## config.mk

```make
export PLATFORM = sky130hd
export DESIGN_NAME = multiplier_fp_param
export DESIGN_NICKNAME = d
export VERILOG_FILES = /design/src/rtl/multiplier_fp_param.sv
export SDC_FILE = /design/constraint.sdc
export NUM_CORES = 1
export LEC_CHECK = 0
export CAP_MARGIN = 5
export CORE_MARGIN = 8
export CORE_UTILIZATION = 45
export CTS_BUF_LIST = sky130_fd_sc_hd__clkbuf_8
export CTS_CLUSTER_SIZE = 10
export DETAILED_ROUTE_END_ITERATION = 10
export PLACE_DENSITY = 0.67
export SLEW_MARGIN = 20
export SYNTH_ARGS = -nofsm -noshare
export SYNTH_HDL_FRONTEND = slang
export SYNTH_SLANG_ARGS = --single-unit
```

## constraint.sdc

```tcl
create_clock -name clk -period 2.5 [get_ports clk]
set_input_delay 0.375 -clock clk [delete_from_list [all_inputs] [get_ports clk]]
set_output_delay 0.375 -clock clk [all_outputs]
set_load 0.02 [all_outputs]
```

## src/rtl/multiplier_fp_param.sv

```systemverilog
// ---------------------------------------------------------------------------
// multiplier_fp_param
//
// Multi-cycle floating-point multiplier for a parameterised IEEE-style
// format {sign, exponent[EXP_W], fraction[MAN_W]}. Operands are captured on
// start, classified, and then either resolved immediately (NaN, infinity,
// zero) or multiplied by a shift-add significand multiplier. This is
// followed by a one-step normalise and a rounding stage. Subnormal inputs
// are flushed to signed zero, and results that underflow are also flushed
// to signed zero.
//
// Configuration macro:
//   MULT_FP_RNE_EN  defined   -> round-to-nearest, ties-to-even
//                   undefined -> truncation toward zero (default)
//   The latency is the same in both modes.
//
// Ports:
//   clk    in   1  clock, all state changes on the rising edge
//   rst_n  in   1  asynchronous active-low reset
//   start  in   1  multiply request, accepted only in IDLE or DONE
//   A      in   W  first operand
//   B      in   W  second operand
//   Y      out  W  registered product, updated only on entry to DONE
//   busy   out  1  high in UNPACK, MULT, NORM and ROUND
//   ready  out  1  one-cycle pulse (DONE state) marking Y valid
// ---------------------------------------------------------------------------
module multiplier_fp_param #(
    parameter int EXP_W = 8,
    parameter int MAN_W = 23
) (
    input  logic                 clk,
    input  logic                 rst_n,
    input  logic                 start,
    input  logic [EXP_W+MAN_W:0] A,
    input  logic [EXP_W+MAN_W:0] B,
    output logic [EXP_W+MAN_W:0] Y,
    output logic                 busy,
    output logic                 ready
);

    localparam int W    = 1 + EXP_W + MAN_W;
    localparam int N    = MAN_W + 1;
    localparam int PW   = 2 * N;
    localparam int CW   = $clog2(N + 1);
    localparam int BIAS = (1 << (EXP_W - 1)) - 1;

    localparam logic [CW-1:0]          CNT_LAST  = CW'(N - 1);
    localparam logic signed [EXP_W+1:0] BIAS_X    = (EXP_W+2)'(BIAS);
    localparam logic signed [EXP_W+1:0] EXP_SAT_X = (EXP_W+2)'((1 << EXP_W) - 1);

    typedef enum logic [2:0] {
        IDLE,
        UNPACK,
        MULT,
        NORM,
        ROUND,
        DONE
    } state_t;

    state_t                   r_state;
    state_t                   w_nextState;

    logic [W-1:0]             r_a;
    logic [W-1:0]             r_b;
    logic [W-1:0]             r_y;
    logic [PW-1:0]            r_mcand;
    logic [N-1:0]             r_mplr;
    logic [PW-1:0]            r_acc;
    logic [CW-1:0]            r_cnt;
    logic signed [EXP_W+1:0]  r_exp;
`ifdef MULT_FP_RNE_EN
    logic                     r_sticky;
`endif

    // Operand fields and classification, taken from the captured operands.
    logic                     w_signA;
    logic                     w_signB;
    logic [EXP_W-1:0]         w_expA;
    logic [EXP_W-1:0]         w_expB;
    logic [MAN_W-1:0]         w_fracA;
    logic [MAN_W-1:0]         w_fracB;
    logic                     w_zeroA;
    logic                     w_zeroB;
    logic                     w_infA;
    logic                     w_infB;
    logic                     w_nanA;
    logic                     w_nanB;
    logic                     w_sign;
    logic                     w_resNan;
    logic                     w_resInf;
    logic                     w_special;
    logic [W-1:0]             w_specialY;

    logic signed [EXP_W+1:0]  w_expSum;
    logic                     w_normShift;

    logic [MAN_W-1:0]         w_frac;
    logic                     w_roundUp;
    logic [MAN_W:0]           w_fracRnd;
    logic signed [EXP_W+1:0]  w_expFinal;
    logic [W-1:0]             w_roundY;
`ifdef MULT_FP_RNE_EN
    logic                     w_guard;
    logic                     w_stickyAll;
`endif

    assign w_signA = r_a[W-1];
    assign w_signB = r_b[W-1];
    assign w_expA  = r_a[W-2:MAN_W];
    assign w_expB  = r_b[W-2:MAN_W];
    assign w_fracA = r_a[MAN_W-1:0];
    assign w_fracB = r_b[MAN_W-1:0];

    // An exponent field of zero covers both true zero and subnormals,
    // which are flushed to zero.
    assign w_zeroA = ~|w_expA;
    assign w_zeroB = ~|w_expB;
    assign w_infA  = (&w_expA) & ~(|w_fracA);
    assign w_infB  = (&w_expB) & ~(|w_fracB);
    assign w_nanA  = (&w_expA) & (|w_fracA);
    assign w_nanB  = (&w_expB) & (|w_fracB);

    assign w_sign    = w_signA ^ w_signB;
    assign w_resNan  = w_nanA | w_nanB | (w_infA & w_zeroB) | (w_infB & w_zeroA);
    assign w_resInf  = w_infA | w_infB;
    assign w_special = w_resNan | w_resInf | w_zeroA | w_zeroB;

    // Result for operands that never need the multiplier. After NaN and
    // infinity are ruled out, the remaining special case is a zero operand.
    always_comb begin
        w_specialY = {w_sign, {(W-1){1'b0}}};
        if (w_resNan) begin
            w_specialY = {1'b0, {EXP_W{1'b1}}, 1'b1, {(MAN_W-1){1'b0}}};
        end else if (w_resInf) begin
            w_specialY = {w_sign, {EXP_W{1'b1}}, {MAN_W{1'b0}}};
        end
    end

    // The biased exponent sum is held with two extra bits so that both
    // overflow above the all-ones code and underflow below zero are visible.
    assign w_expSum    = $signed({2'b00, w_expA}) + $signed({2'b00, w_expB}) - BIAS_X;
    assign w_normShift = r_acc[PW-1];

    // After normalisation the hidden one sits at bit PW-2. The stored
    // fraction is the MAN_W bits below it, and everything lower is
    // available for rounding.
    assign w_frac = r_acc[PW-3 -: MAN_W];

`ifdef MULT_FP_RNE_EN
    assign w_guard     = r_acc[MAN_W-1];
    assign w_stickyAll = (|r_acc[MAN_W-2:0]) | r_sticky;
    assign w_roundUp   = w_guard & (w_stickyAll | w_frac[0]);
`else
    assign w_roundUp   = 1'b0;
`endif

    // A carry out of the rounded fraction means the significand reached
    // 2.0. The low fraction bits are already zero in that case, so
    // renormalising only needs the exponent bump.
    assign w_fracRnd  = {1'b0, w_frac} + {{MAN_W{1'b0}}, w_roundUp};
    assign w_expFinal = r_exp + $signed({{(EXP_W+1){1'b0}}, w_fracRnd[MAN_W]});

    // Pack the rounded result, saturating to infinity or flushing to zero
    // when the exponent falls outside the normal range.
    always_comb begin
        w_roundY = {w_sign, w_expFinal[EXP_W-1:0], w_fracRnd[MAN_W-1:0]};
        if (w_expFinal >= EXP_SAT_X) begin
            w_roundY = {w_sign, {EXP_W{1'b1}}, {MAN_W{1'b0}}};
        end else if (w_expFinal[EXP_W+1] || (w_expFinal == '0)) begin
            w_roundY = {w_sign, {(W-1){1'b0}}};
        end
    end

    // State register.
    always_ff @(posedge clk or negedge rst_n) begin
        if (!rst_n) begin
            r_state <= IDLE;
        end else begin
            r_state <= w_nextState;
        end
    end

    // Next-state and status decode. DONE behaves like IDLE for start, so
    // back-to-back requests lose no cycle.
    always_comb begin
        w_nextState = r_state;
        busy        = 1'b0;
        ready       = 1'b0;
        case (r_state)
            IDLE: begin
                if (start) begin
                    w_nextState = UNPACK;
                end
            end
            UNPACK: begin
                busy        = 1'b1;
                w_nextState = w_special ? DONE : MULT;
            end
            MULT: begin
                busy = 1'b1;
                if (r_cnt == CNT_LAST) begin
                    w_nextState = NORM;
                end
            end
            NORM: begin
                busy        = 1'b1;
                w_nextState = ROUND;
            end
            ROUND: begin
                busy        = 1'b1;
                w_nextState = DONE;
            end
            DONE: begin
                ready       = 1'b1;
                w_nextState = start ? UNPACK : IDLE;
            end
            default: begin
                w_nextState = IDLE;
            end
        endcase
    end

    // Datapath. Operands are captured only when a request is accepted. The
    // multiplier retires one multiplier bit per cycle, starting at the LSB,
    // with the multiplicand shifted left alongside it. Y is written only on
    // the transitions into DONE.
    always_ff @(posedge clk or negedge rst_n) begin
        if (!rst_n) begin
            r_a      <= '0;
            r_b      <= '0;
            r_y      <= '0;
            r_mcand  <= '0;
            r_mplr   <= '0;
            r_acc    <= '0;
            r_cnt    <= '0;
            r_exp    <= '0;
`ifdef MULT_FP_RNE_EN
            r_sticky <= 1'b0;
`endif
        end else begin
            if (((r_state == IDLE) || (r_state == DONE)) && start) begin
                r_a <= A;
                r_b <= B;
            end
            case (r_state)
                UNPACK: begin
                    if (w_special) begin
                        r_y <= w_specialY;
                    end else begin
                        r_mcand <= {{N{1'b0}}, 1'b1, w_fracA};
                        r_mplr  <= {1'b1, w_fracB};
                        r_acc   <= '0;
                        r_cnt   <= '0;
                    end
                end
                MULT: begin
                    if (r_mplr[0]) begin
                        r_acc <= r_acc + r_mcand;
                    end
                    r_mcand <= r_mcand << 1;
                    r_mplr  <= r_mplr >> 1;
                    r_cnt   <= r_cnt + CW'(1);
                end
                NORM: begin
                    r_exp <= w_expSum + $signed({{(EXP_W+1){1'b0}}, w_normShift});
                    if (w_normShift) begin
                        r_acc <= r_acc >> 1;
                    end
`ifdef MULT_FP_RNE_EN
                    r_sticky <= w_normShift & r_acc[0];
`endif
                end
                ROUND: begin
                    r_y <= w_roundY;
                end
                default: begin
                end
            endcase
        end
    end

    assign Y = r_y;

endmodule

```

==> results of run 1 <==
## synthesized netlist by cell type (all sizes together), types with 3 or more instances
library cell  count
dfrtp           234
nand2           203
o21ai           170
a21oi            67
ha               64
mux2             61
a22o             57
clkbuf           53
mux2i            51
nor2             48
a21o             34
inv              29
xnor2            27
buf              25
xor2             20
nor4             17
nand4            16
nand3            14
o31ai            14
nand2b           11
a31oi            10
nor2b            10
nor3              7
a211oi            6
o211ai            6
o21bai            6
or4               6
and3              5
o21a              5
and4              4
or2               4
or3               4
a221oi            3
a22oi             3
a32oi             3
a41oi             3
and2              3
nor3b             3
o221ai            3
## final cells by class
type	instances	area [um^2]
well taps	384	480
repair buffers	343	3000
flip-flops and latches	234	5860
fillers	2341	10700
clock buffers	52	716
multi-input cells	987	7560
clock inverters	24	169
inverters	29	109
## power by group through the flow
stage / combinational, mW / sequential, mW / clock, mW
final: 11.7 / 6.52 / 3.74
after global routing: 12.9 / 6.70 / 4.01
after CTS: 11.0 / 6.44 / 3.84
after detailed placement: 10.3 / 6.41 / 0
after global placement: 10.1 / 6.35 / 0
after floorplan: 6.62 / 6.17 / 0
## repair_timing
item,in CTS,in global routing
resized for setup,75,95
buffers inserted,15,22
endpoints found under the hold margin,62,0
pin swaps,71,81
endpoints found under the setup margin,39,98
hold buffers,1,0
gates cloned,1,0
## kinds of logic (layout without fill, tap and decap cells)
logic type,Yosys count,after routing,share of synthesized area
flip-flops,234,234,0.448
adder cells (fa/ha/maj),66,66,0.0644
buffers and inverters,107,448,0.0357
AND/OR/NAND/NOR,360,360,0.126
XOR/XNOR,47,47,0.0315
multiplexers,112,112,0.0917
AO/OA/AOI/OAI,402,402,0.202
## flip-flops by register name, summed over array words and instances (netlist names)
register / count
r_acc: 48
r_mcand: 48
Y: 32
r_a: 32
r_b: 32
r_mplr: 24
r_exp: 10
r_cnt: 5
r_state: 3
## worst max-delay path, stage by stage (launching register included)
cell	delay, ns
dfrtp_1	0.39
ha_1	0.29
a21o_2	0.13
nand4_1	0.14
a211o_2	0.38
a2111oi_4	0.41
o21ai_2	0.14
o21ai_4	0.22
a221oi_4	0.12
o21ai_1	0.09
o21ai_1	0.08
a32o_1	0.22
## routing by layer
layer	wire [um]	track usage
met1	15600	0.257
met5	0	0
met3	1520	0.0313
met2	16000	0.316
met4	850	0.0573
## worst max path at each step
stage                                  endpoint  slack [ns]  depth (start not counted)
after floorplan           r_acc[47]$_DFFE_PN0P_       -0.05                         11
after global placement    r_acc[31]$_DFFE_PN0P_       -0.22                         11
after detailed placement  r_acc[31]$_DFFE_PN0P_       -0.32                         11
after CTS                 r_acc[31]$_DFFE_PN0P_       -0.24                         11
after global routing      r_acc[45]$_DFFE_PN0P_       -0.37                         12
final                     r_acc[43]$_DFFE_PN0P_       -0.23                         11
==> run metrics, run 1 <==
CTS max path bufs=3; Post-Syn Instances=about 1300; DR vias=between 10000 and 15000; GRT Residual Overflow=0; gp weighted congestion=0.884; number of enable flip-flop cells after synthesis=0; Mean Syn Cell Area=9.83 um^2; vias in the first global route=11400; ys flop type=dfrtp_1; buffers added on ports=100; post-route setup slack=-0.226 ns; async set-reset flop share out of synthesis=1.00; number of top-level pins=101; Tcrit/Tclk final=1.09; Critical R2R Launch=r_mcand[1]$_DFFE_PN0P_; Flop pwr share=0.296; status=finished with violations; Core Rows=62; routed len/inst=16.6 um; Placeable Area=28600 um^2; router iterations before antenna repair=5; post-synthesis register bit count=234; H-tree depth=2; Fin. Hold Viols=0; switching power=about 8.7 mW; Yosys top cell area share=0.448; Lkg Pwr=7.93 nW; PD cells=1230 nW/um^2; design area=roughly 18000 um^2; hold slack=between 0.3 and 0.4 ns; max-slew violation count=0; layout cells sized above 1=0.299; dominant cells by area after synthesis=dfrtp_1 (45%), ha_1 (6.1%), nand2_1 (5.8%); RR Endpoint=r_acc[43]$_DFFE_PN0P_; Clock Latency Late Sink=about 0.56 ns; register-to-register setup slack=-0.23 ns; failing checks=setup timing; total CTS buffers=42; final core occ=0.625; Post-DP HPWL=approximately 24 mm; RSZ-0062 raised after global routing=yes; FF-to-FF path depth=11; Non-Filler Instances=2053; Slew HR=0.426; Worst Skew=approximately 0.025 ns; commonest non-fill, non-tap cell in the layout=dfrtp_1; Initial DRC Count=approximately 640; die height=between 150 and 200 um; DP Worst Slack=-0.321 ns; final setup fails=25; initial antenna violation count=0; crit path time final=~2.7 ns; full die area=between 30000 and 40000 um^2; Hold WC Path Type=input pin to asynchronous set/reset pin; max cap viols=0; commonest non-fill, non-tap cells in the layout=dfrtp_1 (229), buf_4 (223), nand2_1 (199), clkdlybuf4s50_1 (98), o21ai_0 (88); gr usage total=0.192; Area Growth Syn to Fin=37.1%; post-synthesis sequential area ratio=0.448; Synth Cell Area=approximately 13000 um^2; drt total wl=around 34 mm; clock root buffer=clkbuf_8; setup TNS=-3.34 ns; Total Nets Final=between 1500 and 2000; cell taking the most area after synthesis=dfrtp_1; crit path max fanout=6; first-pass GRT wire length=roughly 57 mm; die width=around 190 um; Peak VDD IR=roughly 640 uV; required time of the critical path=approximately 3 ns; pin count of the biggest net entering global routing=95; Initial Util=0.456; Yosys warnings=0; Post-Place Cells=1943; Logic pwr share=0.534; clock sink total=~230; Routed Antenna Nets=0; Switching Share=0.395; Clock transition at path regs=about 0.06 ns; Cell Int Power=~13 mW; worst-margin pin slew=around 0.86 ns; Final Power=roughly 22 mW; DRC violations left=0; crit path kind=register to register; Fmax=0.367 GHz; Clk pwr share=0.170; critical path arrival=about 3.2 ns; Avg Vias per Cell=approximately 5.4; syn nets=~1500; Setup crit end kind=register; crit path from=r_mcand[1]$_DFFE_PN0P_; CTS tree=built; crit start category=register; Inserted Diodes=0; DP Area=between 15000 and 20000 um^2; synth unique cells=71
(Power assumes the default switching activity.)
==> run 2: changes to the inputs <==
GPL_TIMING_DRIVEN = 0   (was default)
==> run 2 against run 1 <==
- the run still ends with setup timing left
- fmax shrank 4.5%
- highest routed layer unchanged
- sequential power grew 0.9%
- setup slack lost 0.13 ns
- first-iteration DRC count grew 25%
==> run metrics, run 2 (synthesis results as in run 1) <==
DP Worst Slack=-0.565 ns (-0.244 ns); Cell Chain, Critical Path=ha_1, a21o_2, nand4_1, a211o_4, a2111oi_4, o21ai_2, o21ai_4, buf_4, nand3_2, nand2_2, xnor2_1, o221ai_1; design area=17300 um^2 (-3.5%); first-pass GRT wire length=58.0 mm (+1.0%); Final Power=21.7 mW (-1.4%); Initial DRC Count=794 (+25%); Peak VDD IR=576 uV (-10%); critical path arrival=3.28 ns (+0.11 ns); full die area=34700 um^2 (unchanged); Area Growth Syn to Fin=32.3%; Core Rows=62 (unchanged); final core occ=0.603 (-0.0219); setup TNS=-6.18 ns (-2.83 ns); commonest non-fill, non-tap cells in the layout=dfrtp_1 (224), nand2_1 (198), clkdlybuf4s50_1 (97), buf_4 (83), o21ai_0 (83); Fin. Hold Viols=0 (unchanged); H-tree depth=2 (unchanged); worst-margin pin slew=0.784 ns (-0.0766 ns); Setup crit end kind=register; Clock Latency Late Sink=0.57 ns (about the same); clock root buffer=clkbuf_8; slowest CP cell=a2111oi_4; DP Area=14700 um^2 (-8.1%); commonest non-fill, non-tap cell in the layout=dfrtp_1; Post-Place Cells=1814 (-6.6%); required time of the critical path=2.93 ns (-0.02 ns); crit path max fanout=3 (-3); register-to-register setup slack=-0.35 ns (-0.13 ns); Non-Filler Instances=1969 (-4.1%); die width=186 um (unchanged); Critical R2R Launch=r_mcand[1]$_DFFE_PN0P_; highest metal used=met4; RSZ-0062 raised after global routing=yes; Post-DP HPWL=24.7 mm (+4.8%); met3 wire len=2.10 mm (+38%); crit path kind=register to register; die height=186 um (unchanged); DRC violations left=0 (unchanged); buffers added on ports=100 (unchanged); pin count of the biggest net entering global routing=99 (+4.2%); clock sink total=234 (unchanged); total CTS buffers=41 (-2.4%); Inserted Diodes=0 (unchanged); layout cells sized above 1=0.256 (-0.0435); post-route setup slack=-0.354 ns (-0.128 ns); final setup fails=33 (+32%); # fillers=2292 (-2.1%); M1 wire length=16.4 mm (+4.6%); GRT Residual Overflow=0 (unchanged); Tcrit/Tclk final=1.14 (+0.0512); RR Endpoint=r_acc[35]$_DFFE_PN0P_; Total Nets Final=1692 (-4.4%); worst hold path depth=3; Initial Util=0.456 (unchanged); Worst Skew=0.0325 ns (+0.00708 ns); max-slew violation count=0 (unchanged); Slew HR=0.478 (+0.0511); Lkg Pwr=7.34 nW (-7.4%); drt total wl=36.7 mm (+8.1%); Regs by FF count=r_acc (48), r_mcand (48); router iterations before antenna repair=5 (unchanged); hold slack=0.380 ns (-0.00100 ns); Clock transition at path regs=0.06 ns (about the same); crit path time final=2.85 ns (+0.128 ns); PD cells=1260 nW/um^2 (+2.2%); max cap viols=0 (unchanged); routed len/inst=18.7 um (+13%); slowest stage delay, CP=0.47 ns (+0.06 ns); Routed Antenna Nets=0 (unchanged); vias in the first global route=11100 (-2.2%); DR vias=11100 (-0.99%); Fmax=0.350 GHz (-4.5%); Avg Vias per Cell=5.62 (+3.2%); met2 wire len=16.8 mm (+5.4%); CTS tree=built; Hold WC Path Type=input pin to register; crit start category=register; FF-to-FF path depth=12 (+1); sink of the worst hold path=r_b[30]$_DFFE_PN0P_; gr usage total=0.200 (+0.00765); failing checks=setup timing; HP Start=B[30]; CTS max path bufs=3 (unchanged); gp weighted congestion=0.919 (+4.0%); status=finished with violations; Placeable Area=28600 um^2 (unchanged); number of top-level pins=101 (unchanged); initial antenna violation count=0 (unchanged)
==> run 2: cell types whose count changed in the layout (fill, tap and decap cells not counted), moves of 7 or more <==
cell and change:
buf_6 +9, buf_4 -140, ha_1 -10, clkbuf_2 +10, clkbuf_1 +29, buf_2 +7
==> run 2: worst max path at each step <==
stage | start | to | cells after the start
2_1_floorplan | r_mcand[3]$_DFFE_PN0P_ | r_acc[47]$_DFFE_PN0P_ | 11
6_report | r_mcand[1]$_DFFE_PN0P_ | r_acc[35]$_DFFE_PN0P_ | 12
4_1_cts | r_acc[1]$_DFFE_PN0P_ | r_acc[35]$_DFFE_PN0P_ | 12
5_1_grt | r_acc[1]$_DFFE_PN0P_ | r_acc[31]$_DFFE_PN0P_ | 12
3_5_place_dp | r_state[0]$_DFFE_PN0P_ | busy | 6
3_3_place_gp | rst_n | Y[29]$_DFFE_PN0P_ | 1
==> run 2: where the power goes <==
part / internal [mW] / total (mW) / switching, mW
logic: 5.67 / 11.8 / 6.10
registers: 5.23 / 6.58 / 1.36
clock network: 1.73 / 3.34 / 1.61
==> run 2: layout make-up <==
class                      count  area (um^2)  area share
tap                          384          480      0.0278
clock buffer                  47          647      0.0375
buffer                        70          483      0.0280
clock inverter                22          119     0.00688
timing repair buffer         196         1870       0.109
sequential                   234         5870       0.340
multi-input combinational    987         7680       0.445
inverter                      29          111     0.00645
==> run 2: metal layers <==
layer  GRT usage  up-vias
li1            -     5295
met1       0.267     5344
met2       0.313      325
met3      0.0410       93
met4      0.0813        0
met5           0        -
==> run 2: worst max-delay path, delay by kind of cell, from the launching register on <==
kind            cells  cell delay [ns]
simple gates        3             0.30
buf+inv             1             0.15
xor+xnor            1             0.12
compound gates      6             1.48
flops               1             0.38
fa+ha+maj           1             0.28
==> run 2: timing repair <==
item                       in CTS  in global routing
resized for setup             154                133
hold buffers                    1                  0
pin swaps                      62                 87
setup endpoints to repair     196                172
hold endpoints to repair       79                  0
cloned                          1                  6
buffers inserted               49                 39
==> run 3: changes to the inputs <==
TNS_END_PERCENT = 50   (was default)
==> run 3 against run 2 <==
- the run still ends with setup timing left
- first-iteration DRC count down 0.88%
- largest power group unchanged
- wire length is 0.22% lower
- power about the same
- register-to-register slack about the same
- final area is 0.14% lower
- highest routed layer unchanged
- sequential power hardly changed
- final cell count unchanged
- sequential share of layout area barely moved
- clock skew shrank 0.0024 ns
- die area did not move
- fmax up 0.48%
==> run metrics, run 3 (synthesis results as in run 1) <==
DR vias=11000 (-0.39%); Hold WC Path Type=input pin to register; die width=186 um (unchanged); Clock Latency Late Sink=0.57 ns (about the same); crit path time final=2.84 ns (-0.0137 ns); Initial Util=0.456 (unchanged); Clock transition at path regs=0.06 ns (about the same); sink of the worst hold path=r_b[30]$_DFFE_PN0P_; register-to-register setup slack=-0.34 ns (about the same); crit path max fanout=3 (unchanged); met1 Usage GRT=0.267 (+0.000470); final core occ=0.602 (-0.000830); buffers added on ports=100 (unchanged); HP Start=B[30]; Routed Antenna Nets=0 (unchanged); Cell Int Power=12.6 mW (about the same); full die area=34700 um^2 (unchanged); Regs by FF count=r_acc (48), r_mcand (48); Switching Share=0.417 (-0.000624); gr busiest metal=met2; pin count of the biggest net entering global routing=99 (unchanged); Critical R2R Launch=r_acc[1]$_DFFE_PN0P_; first-pass GRT wire length=58.0 mm (about the same); crit path kind=register to register; total CTS buffers=41 (unchanged); Avg Vias per Cell=5.59 (-0.39%); initial antenna violation count=0 (unchanged); max-slew violation count=0 (unchanged); GRT Residual Overflow=0 (unchanged); Post-Place Cells=1814 (unchanged); RSZ-0062 raised after global routing=yes; vias in the first global route=11100 (-0.090%); gr usage total=0.200 (about the same); CTS tree=built; worst hold path depth=3 (unchanged); commonest non-fill, non-tap cell in the layout=dfrtp_1; Worst Skew=0.0301 ns (-0.00240 ns); Core Rows=62 (unchanged); failing checks=setup timing; met2 usage=0.313 (about the same); Non-Filler Instances=1969 (unchanged); Slew HR=0.491 (+0.0137); clock root buffer=clkbuf_8; DP Worst Slack=-0.565 ns (unchanged); Total Nets Final=1692 (unchanged); Placeable Area=28600 um^2 (unchanged); worst-margin pin slew=0.763 ns (-0.0205 ns); layout cells sized above 1=0.256 (unchanged); Tcrit/Tclk final=1.14 (-0.00547); DRC violations left=0 (unchanged); Fin. Hold Viols=0 (unchanged); die height=186 um (unchanged); Area Growth Syn to Fin=32.1%; RR Endpoint=r_acc[31]$_DFFE_PN0P_; status=finished with violations; PD cells=1260 nW/um^2 (about the same); commonest non-fill, non-tap cells in the layout=dfrtp_1 (224), nand2_1 (197), clkdlybuf4s50_1 (97), buf_4 (86), o21ai_0 (82); crit start category=register; Fmax=0.352 GHz (+0.48%); router iterations before antenna repair=5 (unchanged); Setup crit end kind=register; post-route setup slack=-0.340 ns (+0.0137 ns); routed len/inst=18.6 um (-0.22%); Post-DP HPWL=24.7 mm (unchanged); FF-to-FF path depth=12 (unchanged); Logic pwr share=0.542 (about the same); setup TNS=-5.68 ns (+0.498 ns); critical path arrival=3.32 ns (+0.04 ns); CTS max path bufs=3 (unchanged); gp weighted congestion=0.919 (unchanged); final setup fails=34 (+3.0%); required time of the critical path=2.98 ns (+0.05 ns); Initial DRC Count=787 (-0.88%); drt total wl=36.7 mm (-0.22%); Inserted Diodes=0 (unchanged); number of top-level pins=101 (unchanged); met3 usage in global routing=0.0410 (unchanged); H-tree depth=2 (unchanged); clock sink total=234 (unchanged); switching power=9.05 mW (-0.22%); Flop pwr share=0.304 (about the same); Lkg Pwr=7.33 nW (-0.15%); max cap viols=0 (unchanged); Clk pwr share=0.154 (about the same); Peak VDD IR=718 uV (+25%)
[run 3: changes by cell type in the layout (fill, tap and decap cells not counted), sizes merged]
cell / before / now
clkbuf: 97 / 95
buf: 117 / 119
[run 3: final cells by class]
cell class / count / area (um^2)
fillers: 2295 / 11400
clock inverters: 22 / 119
plain buffers: 70 / 483
flip-flops and latches: 234 / 5870
well taps: 384 / 480
multi-input cells: 987 / 7660
repair buffers: 196 / 1880
clock buffers: 47 / 647
inverters: 29 / 111
[run 3: power groups by stage]
| stage | combinational (mW) | sequential [mW] | clock (mW) |
|---|---|---|---|
| floorplan | 6.62 | 6.17 | 0 |
| global route | 12.8 | 6.76 | 3.59 |
| finish | 11.7 | 6.60 | 3.34 |
| global placement | 8.75 | 6.46 | 0 |
| CTS | 9.97 | 6.48 | 3.42 |
| detailed placement | 8.99 | 6.49 | 0 |
[run 3: routing by layer]
layer  part of all wire  wire length, um
met1               0.45            16400
met4              0.034             1240
met3              0.057             2070
met2               0.46            17000
met5                  0                0
[run 3: worst max-delay path, cell delays in order (launching register included)]
cell	delay (ns)
dfrtp_1	0.39
ha_1	0.28
a21o_2	0.13
nand4_1	0.15
a211o_4	0.40
a2111oi_4	0.46
o21ai_2	0.16
o21ai_4	0.20
buf_4	0.15
buf_6	0.08
xor2_1	0.13
a22oi_1	0.08
o21ai_1	0.15
[run 3: worst max path at each step]
stage / start / end / cells past startpoint
3_3_place_gp: rst_n / Y[29]$_DFFE_PN0P_ / 1
4_1_cts: r_acc[1]$_DFFE_PN0P_ / r_acc[35]$_DFFE_PN0P_ / 12
6_report: r_acc[1]$_DFFE_PN0P_ / r_acc[31]$_DFFE_PN0P_ / 12
2_1_floorplan: r_mcand[3]$_DFFE_PN0P_ / r_acc[47]$_DFFE_PN0P_ / 11
3_5_place_dp: r_state[0]$_DFFE_PN0P_ / busy / 6
5_1_grt: r_acc[1]$_DFFE_PN0P_ / r_acc[31]$_DFFE_PN0P_ / 12
[run 3: through the flow]
| step | instance area (um^2) | hold slack, ns | total power, mW |
|---|---|---|---|
| global placement | 14600 | 0.464 | 15.2 |
| global route | 17200 | 0.373 | 23.1 |
| floorplan | 13100 | 0.0794 | 12.8 |
| CTS | 16400 | 0.352 | 19.9 |
| finish | 17200 | 0.382 | 21.7 |
| detailed placement | 14700 | 0.420 | 15.5 |
[run 3: timing repair]
item / in CTS / in global routing
gates cloned: 1 / 5
hold buffers: 1 / 0
gates resized for setup: 150 / 136
pin swaps: 59 / 85
setup endpoints to repair: 196 / 172
hold endpoints to repair: 79 / 0
buffers inserted: 48 / 41
